[src/rtl/ex_operand_stage.sv]
// ex_operand_stage: ID/EX register with MEM/WB operand forwarding and valid/ready handshake.
// Define EX_FORWARD_EN for forwarding + stall refresh; otherwise decode interlocks on EX/MEM hazards.
module ex_operand_stage #(
  parameter int XLEN = 32
) (
  input  logic            clk,
  input  logic            reset_n,
  input  logic            id_valid,
  output logic            id_ready,
  input  logic [XLEN-1:0] id_pc,
  input  logic [XLEN-1:0] id_rd1,
  input  logic [XLEN-1:0] id_rd2,
  input  logic [4:0]      id_rs1,
  input  logic [4:0]      id_rs2,
  input  logic [4:0]      id_rd,
  input  logic [XLEN-1:0] id_immext,
  input  logic            id_alusrc,
  input  logic [2:0]      id_alucontrol,
  input  logic            id_regwrite,
  input  logic            mem_regwrite,
  input  logic [4:0]      mem_rd,
  input  logic [XLEN-1:0] mem_result,
  input  logic            wb_regwrite,
  input  logic [4:0]      wb_rd,
  input  logic [XLEN-1:0] wb_result,
  input  logic            flush,
  input  logic            ex_ready,
  output logic            ex_valid,
  output logic [XLEN-1:0] ex_srca,
  output logic [XLEN-1:0] ex_srcb,
  output logic [XLEN-1:0] ex_writedata,
  output logic [2:0]      ex_alucontrol,
  output logic [XLEN-1:0] ex_pc,
  output logic [XLEN-1:0] ex_immext,
  output logic [4:0]      ex_rd,
  output logic            ex_regwrite
);
  logic            valid_q, alusrc_q, regwrite_q;
  logic [XLEN-1:0] pc_q, rd1_q, rd2_q, imm_q;
  logic [4:0]      rd_q;
  logic [2:0]      alu_q;
  logic [XLEN-1:0] opa, opb;
  logic            load;
`ifdef EX_FORWARD_EN
  logic [4:0] rs1_q, rs2_q;
  assign opa = (mem_regwrite && mem_rd == rs1_q && rs1_q != 5'd0) ? mem_result :
               (wb_regwrite  && wb_rd  == rs1_q && rs1_q != 5'd0) ? wb_result  : rd1_q;
  assign opb = (mem_regwrite && mem_rd == rs2_q && rs2_q != 5'd0) ? mem_result :
               (wb_regwrite  && wb_rd  == rs2_q && rs2_q != 5'd0) ? wb_result  : rd2_q;
  assign id_ready = ~valid_q | ex_ready;
`else
  logic haz1, haz2, unused_ok;
  assign opa = rd1_q;
  assign opb = rd2_q;
  // WB hazards are absorbed by the write-first register file
  assign haz1 = id_rs1 != 5'd0 && ((valid_q && regwrite_q && rd_q == id_rs1) || (mem_regwrite && mem_rd == id_rs1));
  assign haz2 = id_rs2 != 5'd0 && ((valid_q && regwrite_q && rd_q == id_rs2) || (mem_regwrite && mem_rd == id_rs2));
  assign id_ready = (~valid_q | ex_ready) & ~haz1 & ~haz2;
  assign unused_ok = ^{wb_regwrite, wb_rd, wb_result, mem_result};
`endif
  assign load = id_valid & id_ready & ~flush;
  always_ff @(posedge clk or negedge reset_n) begin
    if (!reset_n) begin
      valid_q    <= 1'b0;
      pc_q       <= '0;
      rd1_q      <= '0;
      rd2_q      <= '0;
      imm_q      <= '0;
      rd_q       <= '0;
      alu_q      <= '0;
      alusrc_q   <= 1'b0;
      regwrite_q <= 1'b0;
`ifdef EX_FORWARD_EN
      rs1_q      <= '0;
      rs2_q      <= '0;
`endif
    end else begin
      valid_q <= flush ? 1'b0 : (load | (valid_q & ~ex_ready));
      if (load) begin
        pc_q       <= id_pc;
        rd1_q      <= id_rd1;
        rd2_q      <= id_rd2;
        imm_q      <= id_immext;
        rd_q       <= id_rd;
        alu_q      <= id_alucontrol;
        alusrc_q   <= id_alusrc;
        regwrite_q <= id_regwrite;
`ifdef EX_FORWARD_EN
        rs1_q      <= id_rs1;
        rs2_q      <= id_rs2;
`endif
      end
`ifdef EX_FORWARD_EN
      // capture producers that retire while the instruction is stalled
      else if (valid_q & ~ex_ready) begin
        rd1_q <= opa;
        rd2_q <= opb;
      end
`endif
    end
  end
  assign ex_valid      = valid_q;
  assign ex_srca       = opa;
  assign ex_srcb       = alusrc_q ? imm_q : opb;
  assign ex_writedata  = opb;
  assign ex_alucontrol = alu_q;
  assign ex_pc         = pc_q;
  assign ex_immext     = imm_q;
  assign ex_rd         = rd_q;
  assign ex_regwrite   = regwrite_q;
endmodule

[config.mk]
export PLATFORM = sky130hd
export DESIGN_NAME = ex_operand_stage
export DESIGN_NICKNAME = d
export VERILOG_FILES = /design/src/rtl/ex_operand_stage.sv
export SDC_FILE = /design/constraint.sdc
export NUM_CORES = 1
export LEC_CHECK = 0
export BUFFER_PORTS_ARGS = -buffer_cell sky130_fd_sc_hd__buf_2
export CAP_MARGIN = 20
export CORE_AREA = 2 2 155 157
export DETAILED_ROUTE_END_ITERATION = 10
export DIE_AREA = 0 0 157 159
export PLACE_DENSITY = 0.63
export SYNTH_ARGS = -nofsm -noshare
export SYNTH_HDL_FRONTEND = slang
export SYNTH_SLANG_ARGS = --single-unit
[constraint.sdc]
create_clock -name clk -period 4.15 [get_ports clk]
set_input_delay 0.6225 -clock clk [delete_from_list [all_inputs] [get_ports clk]]
set_output_delay 0.6225 -clock clk [all_outputs]
set_load 0.01 [all_outputs]
==> results of run 1 <==
[stage by stage]
stage / total power, W / worst slack, ns
2_1_floorplan: 0.00258 / 1.96
3_3_place_gp: 0.00314 / 1.48
3_5_place_dp: 0.00315 / 1.48
4_1_cts: 0.00484 / 1.49
5_1_grt: 0.00500 / 1.42
6_report: 0.00475 / 1.57
[flip-flops by register name, summed over array words and instances, names as in the netlist]
register and count:
ex_alucontrol 3, ex_srca 32, ex_regwrite 1, ex_pc 32
ex_immext 32, ex_writedata 32, alusrc_q 1, ex_valid 1
ex_rd 5
[cell usage after synthesis, drive strengths merged]
cell type / n
mux2: 170
buf: 15
dfrtp: 139
nand3: 3
clkbuf: 4
a21oi: 2
nand2b: 2
or4: 1
o21ai: 2
xnor2: 20
nor2: 1
o22ai: 2
nand4: 4
nand2: 4
nor3: 1
[cell type report]
type                    instances  area, sq um  area share
repair buffers                333         1720       0.194
clock inverters                13          188      0.0212
multi-input cells             212         2630       0.297
flip-flops and latches        139         3480       0.393
clock buffers                  19          443      0.0500
well taps                     319          399      0.0450
[power by group through the flow]
| stage | clock network (W) | logic [W] | registers (W) |
|---|---|---|---|
| floorplan | 0 | 0.000647 | 0.00193 |
| global placement | 0 | 0.00128 | 0.00186 |
| detailed placement | 0 | 0.00129 | 0.00186 |
| CTS | 0.00170 | 0.00129 | 0.00185 |
| global route | 0.00175 | 0.00136 | 0.00189 |
| finish | 0.00163 | 0.00127 | 0.00184 |
[kinds of logic after synthesis]
logic type / count (synthesis) / synth area share
AO/OA/AOI/OAI: 6 / 0.00579
XOR/XNOR: 20 / 0.0279
AND/OR/NAND/NOR: 16 / 0.0142
buffers and inverters: 19 / 0.0267
multiplexers: 170 / 0.371
flip-flops: 139 / 0.555
[path summary, 6_finish.rpt]
kind                       depth (start not counted)                   endpoint  slack, ns
setup / recovery                                   2                ex_srcb[30]       1.57
setup reg to reg                                   7       ex_pc[5]$_DFFE_PN0P_       1.80
hold reg to reg                                    1      ex_pc[10]$_DFFE_PN0P_       0.50
min in group clk                                   2         ex_valid$_DFF_PN0_       0.42
hold / removal                                     1    ex_srca[31]$_DFFE_PN0P_       0.20
max in group asynchronous                          2  ex_immext[25]$_DFFE_PN0P_       3.10
[cell usage in the layout, fill, tap and decap left out, types with 2 or more instances in the layout]
cell	instances
clkinvlp_4	3
nand2b_1	2
bufinv_16	4
a21oi_1	2
nand4_1	4
clkinv_2	2
mux2_2	61
nand3_1	2
clkbuf_16	17
xnor2_1	20
buf_2	328
dfrtp_1	138
nand2_1	4
o22ai_1	2
inv_6	4
buf_12	3
mux2_4	109
[routing by layer]
metal	track usage	routed length, um	vias up
met5	0	0	-
met4	0.0379	214	0
li1	-	-	1980
met3	0.0438	1320	13
met1	0.141	6530	2050
met2	0.210	7600	205
==> impl_metrics.json, run 1 <==
{
  "rr_startpoint": "ex_rd[0]$_DFFE_PN0P_",
  "cp_slowest_cell": "dfrtp_2",
  "antenna_found_initial": 0,
  "clkPwrFrac": 0.344,
  "fin_util": 0.382,
  "cts_setup_buffers": 0,
  "die_area_sq_um": 25000,
  "path_cells": "mux2_2 -> buf_2",
  "p_sw_w": 0.00135,
  "grt_pass1_wl_um": 23700,
  "synth_top_area_cell": "dfrtp_1",
  "place_area_sq_um": 8230,
  "ys_seq_area_frac": 0.555,
  "num-fill-cells": 2219,
  "ctsResizeCount": 0,
  "cp_max_fo": 33,
  "cts_sinks": 139,
  "hold_viol_final": 0,
  "nNetsFinal": 932,
  "routed_via_density": 4.10,
  "crit_family": "flip-flops",
  "worst_ep_required_time_ns": 3.53,
  "syn_to_final_growth_pct": 41.3,
  "whs_ns": 0.199,
  "io-pin-count": 400,
  "setup_tns_ns": 0,
  "cp-end-kind": "output port",
  "slew_violations": 0,
  "skew_ns": 0.0157,
  "drt-wirelength-per-cell_um": 15.1,
  "hold_class": "input pin to asynchronous set/reset pin",
  "cts_buffers": 17,
  "status": "complete, no violations",
  "yosysWarnings": 0,
  "fin_crit_ns": 2.58,
  "hpwlAfterDp_um": 11500,
  "avgSynthCellArea_sq_um": 16.9,
  "cp.arrival_ns": 1.95,
  "fp.dieH_um": 159,
  "grt_pass1_vias": 4392,
  "synth_top_area_share": 0.555,
  "period_share": 0.621,
  "start_kind": "flop",
  "drt_iter0_drc": 64,
  "p_leak_nw": 4.58,
  "slowest_delay_ns": 0.94,
  "cp-startpoint": "alusrc_q$_DFFE_PN0P_",
  "p_per_area_nw_per_um2": 536,
  "num_vias": 4248,
  "stdcell_count": 1035,
  "rsz0062_at_grt": "no",
  "portBuffers": 329,
  "cts_buffer_depth": 2,
  "firstDrtPassIters": 4,
  "dp_cells": 1003,
  "cts_tree": "yes",
  "finalSetupViolations": 0,
  "core_area_sq_um": 23200,
  "seqPwrFrac": 0.388,
  "p_int_w": 0.00340,
  "drtAntennaViolNets": 0,
  "synth_cell_types": 20,
  "grt_max_degree": 72,
  "grt_util_all_layers": 0.122,
  "final_area_sq_um": 8860,
  "critPathKind": "flop to output port",
  "syn_inst": 370,
  "combPwrFrac": 0.267,
  "syn-num-nets": 599,
  "drive_gt1_frac": 0.750,
  "die_w_um": 157,
  "root_buffer": "clkbuf_16",
  "tightest_slew_ns": 0.901,
  "insertion_delay_ns": 0.42,
  "path_buf_inv": 1,
  "gp_congestion": 0.830,
  "syn_area_sq_um": 6270,
  "ys_seq_elements": 139,
  "diodes": 0,
  "p_sw_frac": 0.285,
  "peakVddDrop_v": 0.000290,
  "initial_core_util": 0.270,
  "drcViolationCount": 0,
  "htreeDepth": 4,
  "fmax_ghz": 0.388,
  "clk_pin_slew_ns": 0.06,
  "rows": 56,
  "synth_area_leaders": "dfrtp_1, mux2_4, mux2_2",
  "overflow": 0,
  "hold_buffers": 0,
  "relSlewSlack": 0.400,
  "postRouteWirelength_um": 15700,
  "cap_violations": 0
}
No activity file was read; power rests on OpenSTA's default activity.
==> run 2, diff against run 1 <==
- PLACE_DENSITY: 0.63 -> 0.65
- clock period: 4.15 -> 2.1 ns (I/O delays scaled with it)
==> run 2 against run 1 <==
  * First-iteration DRC count grew 73%
  * Total power increased by 94%
  * Sequential power is 95% higher
  * Core utilization rose by 1.2 points
  * Global-route usage rose by 0.63 points
  * Critical path depth rose by 5
  * Highest routed layer is now met5
  * Flip-flop and latch count is the same
==> impl_metrics.json, run 2 (synthesis gave the netlist of run 1 again) <==
{
  "tightest_slew_ns": 0.445,
  "relSlewSlack": 0.703,
  "overflow": 0,
  "period_share": 0.963,
  "drtAntennaViolNets": 0,
  "fin_crit_ns": 2.02,
  "wl_met2_um": 7960,
  "cts_tree": "yes",
  "root_buffer": "clkbuf_16",
  "worst_ep_required_time_ns": 1.78,
  "clk_pin_slew_ns": 0.06,
  "slew_violations": 0,
  "status": "complete, no violations",
  "cp.arrival_ns": 1.71,
  "regArea_sq_um": 3480,
  "cp-end-kind": "output port",
  "drcViolationCount": 0,
  "endpoint": "id_ready",
  "wl_met1_um": 6710,
  "path_cells": "xnor2_1 -> nand3_1 -> o22ai_1 -> o21ai_2 -> nand2_1 -> a21oi_2 -> buf_2",
  "cp_max_fo": 4,
  "place_area_sq_um": 8450,
  "num_vias": 4383,
  "wl_met3_um": 1350,
  "io-pin-count": 400,
  "gp_congestion": 0.783,
  "cp_slowest_cell": "dfrtp_2",
  "cp-startpoint": "ex_rd[0]$_DFFE_PN0P_",
  "cp.depth": 7,
  "hold_class": "input pin to flop",
  "htreeDepth": 4,
  "initial_core_util": 0.270,
  "syn_to_final_growth_pct": 45.7,
  "rows": 56,
  "top_layer": "met5",
  "crit_family": "flip-flops",
  "drt-wirelength-per-cell_um": 15.2,
  "skew_ns": 0.0155,
  "postRouteWirelength_um": 16300,
  "fp.dieH_um": 159,
  "portBuffers": 329,
  "hold_viol_final": 0,
  "grt_pass1_wl_um": 24600,
  "firstDrtPassIters": 4,
  "rr_startpoint": "ex_rd[0]$_DFFE_PN0P_",
  "hpwlAfterDp_um": 12300,
  "cts_sinks": 139,
  "slowest_delay_ns": 0.46,
  "final_area_sq_um": 9130,
  "start_kind": "flop",
  "cts_buffers": 17,
  "rsz0062_at_grt": "no",
  "fin_util": 0.394,
  "reg2reg_depth": 8,
  "die_area_sq_um": 25000,
  "num-fill-cells": 2214,
  "drive_gt1_frac": 0.765,
  "cts_buffer_depth": 2,
  "nNetsFinal": 965,
  "grt_util_all_layers": 0.128,
  "drt_iter0_drc": 111,
  "cap_violations": 0,
  "layout_common_cells": "buf_2, dfrtp_1, mux2_4, mux2_2, buf_4",
  "finalSetupViolations": 0,
  "critPathKind": "flop to output port",
  "p_leak_nw": 4.73,
  "peakVddDrop_v": 0.000403,
  "diodes": 0,
  "multi_input_comb_area_sq_um": 2640,
  "antenna_found_initial": 1,
  "routed_via_density": 4.10,
  "die_w_um": 157,
  "path_buf_inv": 1,
  "regToRegSetupSlack_ns": 0.09,
  "grt_pass1_vias": 4487,
  "insertion_delay_ns": 0.42,
  "p_per_area_nw_per_um2": 1010,
  "layout_commonest_cell": "buf_2",
  "r2r-end": "ex_writedata[2]$_DFFE_PN0P_",
  "core_area_sq_um": 23200,
  "fmax_ghz": 0.494,
  "grt_max_degree": 61
}
==> run 2: cell count changes in the layout (fill, tap and decap cells not counted), sizes merged <==
cell,change
buf,+32
bufinv,-3
clkinv,+2
dlygate4sd3,+1
inv,+1
==> run 2: where the power goes <==
part | internal [W] | leakage [nW] | switching, W
combinational | 0.00156 | 2.83 | 0.00113
sequential | 0.00321 | 1.63 | 0.000379
clock | 0.00169 | 0.272 | 0.00124
==> run 2: area by class of cell <==
class / count / share of cell area
clock inverters: 13 / 0.0144
multi-input cells: 212 / 0.289
well taps: 319 / 0.0437
flip-flops and latches: 139 / 0.381
clock buffers: 19 / 0.0485
repair buffers: 366 / 0.223
==> run 2: metrics by stage <==
stage          hold slack, ns  power [W]  setup TNS, ns  setup WS (ns)  instances
2_1_floorplan          0.0194    0.00510              0          0.254        370
3_3_place_gp            0.277    0.00627        -0.0739        -0.0132       1024
3_5_place_dp            0.282    0.00631         -0.713        -0.0239       1024
4_1_cts                0.0813    0.00932              0        0.00617       1057
5_1_grt                0.0941    0.00970              0        0.00313       1068
6_report               0.0991    0.00920              0         0.0772       1068
==> run 2: routing by layer <==
layer / vias to the layer above / global-route usage
met5: - / 0
met1: 2108 / 0.149
met4: 2 / 0.0492
met2: 206 / 0.219
met3: 14 / 0.0414
li1: 2053 / -
==> run 2: worst min path at each step <==
stage	slack, ns	to	depth (start not counted)	start
after global placement	0.28	ex_pc[2]$_DFFE_PN0P_	1	reset_n
after CTS	0.08	ex_valid$_DFF_PN0_	2	flush
after global routing	0.09	ex_writedata[8]$_DFFE_PN0P_	2	id_rd2[8]
final	0.1	ex_valid$_DFF_PN0_	2	flush
after floorplan	0.02	alusrc_q$_DFFE_PN0P_	0	reset_n
after detailed placement	0.28	ex_pc[2]$_DFFE_PN0P_	1	reset_n
==> run 2: repair_timing <==
item,4_1_cts,5_1_grt
pin swaps,0,2
buffers inserted,0,11
gates resized for setup,1,4
endpoints found under the setup margin,5,100
endpoints found under the hold margin,43,0
hold buffers,1,0
==> run 3, diff against run 2 <==
- CORE_AREA: 2 2 155 157 -> 2 2 157 159
- CTS_BUF_LIST: unset -> sky130_fd_sc_hd__clkbuf_4
- DIE_AREA: 0 0 157 159 -> 0 0 159 161
- PLACE_DENSITY: 0.65 -> 0.64
- RECOVER_POWER: unset -> 50
==> run 3 against run 2 <==
  * The flow now finishes with violations (setup timing)
  * Worst setup slack worse by 0.21 ns
  * Clock power is 43% lower
  * Fmax is 9.5% lower
  * Combinational power is 31% higher
  * Routed wire length is 34% higher
  * Clock skew is 0.013 ns higher
  * Register-to-register slack worse by 0.14 ns
  * Via count is 19% higher
  * Core utilization is 6.6 points higher
  * Largest power group unchanged
==> impl_metrics.json, run 3 (synthesis gave the netlist of run 1 again) <==
{
  "postRouteWirelength_um": 21700,
  "hpwlAfterDp_um": 12100,
  "drt-wirelength-per-cell_um": 17.6,
  "path_buf_inv": 2,
  "num_vias": 5208,
  "cp-end-kind": "output port",
  "critPathKind": "flop to output port",
  "min_from": "id_immext[29]",
  "path_cells": "xnor2_1 -> nand4_1 -> o22ai_2 -> o21ai_2 -> buf_4 -> nand2_2 -> a21oi_2 -> buf_2",
  "cap_violations": 0,
  "grt_max_degree": 53,
  "grt_pass1_wl_um": 30300,
  "start_kind": "flop",
  "nNetsFinal": 1124,
  "violations": "setup timing",
  "drt_iter0_drc": 173,
  "slew_violations": 0,
  "top_layer": "met5",
  "multi_input_comb_area_sq_um": 2860,
  "fin_util": 0.460,
  "p_sw_w": 0.00286,
  "fin_crit_ns": 2.23,
  "hold_class": "input pin to flop",
  "drcViolationCount": 0,
  "num-fill-cells": 2078,
  "cts_tree": "yes",
  "insertion_delay_ns": 0.52,
  "firstDrtPassIters": 4,
  "combPwrFrac": 0.397,
  "cts_sinks": 139,
  "fin_total_pwr_w": 0.00881,
  "cp_max_fo": 2,
  "crit_family": "flip-flops",
  "layout_common_cells": "buf_2, mux2_4, dlygate4sd3_1, dfrtp_1, buf_6",
  "fmax_ghz": 0.447,
  "grt_util_all_layers": 0.151,
  "portBuffers": 329,
  "gp_congestion": 0.768,
  "layout_commonest_cell": "buf_2",
  "initial_core_util": 0.262,
  "relSlewSlack": 0.107,
  "slowest_delay_ns": 0.43,
  "wl_met1_um": 8870,
  "routed_via_density": 4.22,
  "peakVddDrop_v": 0.000401,
  "clkPwrFrac": 0.190,
  "p_per_area_nw_per_um2": 799,
  "finalSetupViolations": 66,
  "rsz0062_at_grt": "yes",
  "reg2reg_depth": 10,
  "hold_depth": 2,
  "root_buffer": "clkbuf_4",
  "regToRegSetupSlack_ns": -0.05,
  "htreeDepth": 4,
  "regArea_sq_um": 3480,
  "hold_viol_final": 0,
  "whs_endpoint": "ex_immext[29]$_DFFE_PN0P_",
  "clk_pin_slew_ns": 0.15,
  "drive_gt1_frac": 0.652,
  "antenna_found_initial": 2,
  "wl_met3_um": 1590,
  "final_area_sq_um": 11000,
  "cp.arrival_ns": 1.92,
  "period_share": 1.06,
  "status": "finished, violations left",
  "cts_buffers": 17,
  "worst_slack_ns": -0.135,
  "die_w_um": 159,
  "wl_met2_um": 10800,
  "tightest_slew_ns": 1.34,
  "p_sw_frac": 0.325,
  "grt_pass1_vias": 5561,
  "rr_startpoint": "ex_rd[0]$_DFFE_PN0P_",
  "core_area_sq_um": 24000,
  "rows": 57,
  "place_ws_ns": -0.0850,
  "drtAntennaViolNets": 0,
  "setup_tns_ns": -1.20,
  "p_int_w": 0.00595,
  "skew_ns": 0.0290,
  "place_area_sq_um": 8490,
  "seqPwrFrac": 0.413,
  "worst_ep_required_time_ns": 1.78,
  "cts_buffer_depth": 2,
  "cp_slowest_cell": "dfrtp_1",
  "overflow": 0,
  "io-pin-count": 400,
  "syn_to_final_growth_pct": 75.9,
  "die_area_sq_um": 25600,
  "p_leak_nw": 5.68,
  "r2r-end": "ex_immext[25]$_DFFE_PN0P_",
  "fp.dieH_um": 161
}
==> run 3: changes by cell type in the layout (fill, tap and decap cells not counted), sizes merged, moves of 3 or more <==
cell / before / now
buf: 365 / 368
dlygate4sd3: 1 / 139
clkinvlp: 3 / 6
clkbuf: 19 / 36
inv: 5 / 2
==> run 3: area by class of cell <==
class,instances,share of cell area
sequential,139,0.316
antenna,1,0.000227
multi-input combinational,212,0.259
timing repair buffer,525,0.365
tap,324,0.0368
clock inverter,14,0.0111
clock buffer,18,0.0123
==> run 3: power groups by stage <==
| stage | clock (W) | combinational [W] | sequential, W |
|---|---|---|---|
| final | 0.00167 | 0.00350 | 0.00363 |
| after global routing | 0.00191 | 0.00371 | 0.00370 |
| after CTS | 0.00179 | 0.00297 | 0.00358 |
| after detailed placement | 0 | 0.00269 | 0.00362 |
| after global placement | 0 | 0.00266 | 0.00361 |
| after floorplan | 0 | 0.00128 | 0.00382 |
==> run 3: worst register-to-register path: cells and delay by family, from the launching register on <==
family	cells	cell delay [ns]
multiplexers	1	0.30
XOR/XNOR	1	0.13
AO/OA/AOI/OAI	2	0.31
buffers and inverters	4	0.64
flip-flops	1	0.45
AND/OR/NAND/NOR	2	0.21
==> run 3: layer usage <==
layer  GRT usage  vias to the layer above
met2       0.257                      266
met4      0.0488                        2
li1            -                     2368
met1       0.184                     2540
met3      0.0437                       32
met5           0                        -
==> run 3: timing repair <==
item	in CTS	in global routing
cloned	1	10
hold buffers	139	0
hold endpoints to repair	186	0
setup endpoints to repair	54	126
pin swaps	6	2
setup buffers	8	9
resized for setup	15	104
==> run 3: worst max-delay path by stage <==
stage / cells past startpoint / from / endpoint / slack (ns)
2_1_floorplan: 6 / id_rs1[1] / ex_pc[0]$_DFFE_PN0P_ / 0.25
3_3_place_gp: 7 / id_rs1[1] / ex_immext[11]$_DFFE_PN0P_ / -0.07
3_5_place_dp: 7 / id_rs1[1] / ex_writedata[16]$_DFFE_PN0P_ / -0.08
4_1_cts: 8 / ex_rd[4]$_DFFE_PN0P_ / id_ready / -0.22
5_1_grt: 8 / ex_rd[2]$_DFFE_PN0P_ / id_ready / -0.31
6_report: 8 / ex_rd[2]$_DFFE_PN0P_ / id_ready / -0.13
==> run 3: metrics by stage <==
stage / hold WS (ns) / std cells
floorplan: 0.0194 / 370
global placement: 0.314 / 1034
detailed placement: 0.315 / 1034
CTS: 0.00431 / 1214
global route: 0.0140 / 1233
finish: 0.0885 / 1233
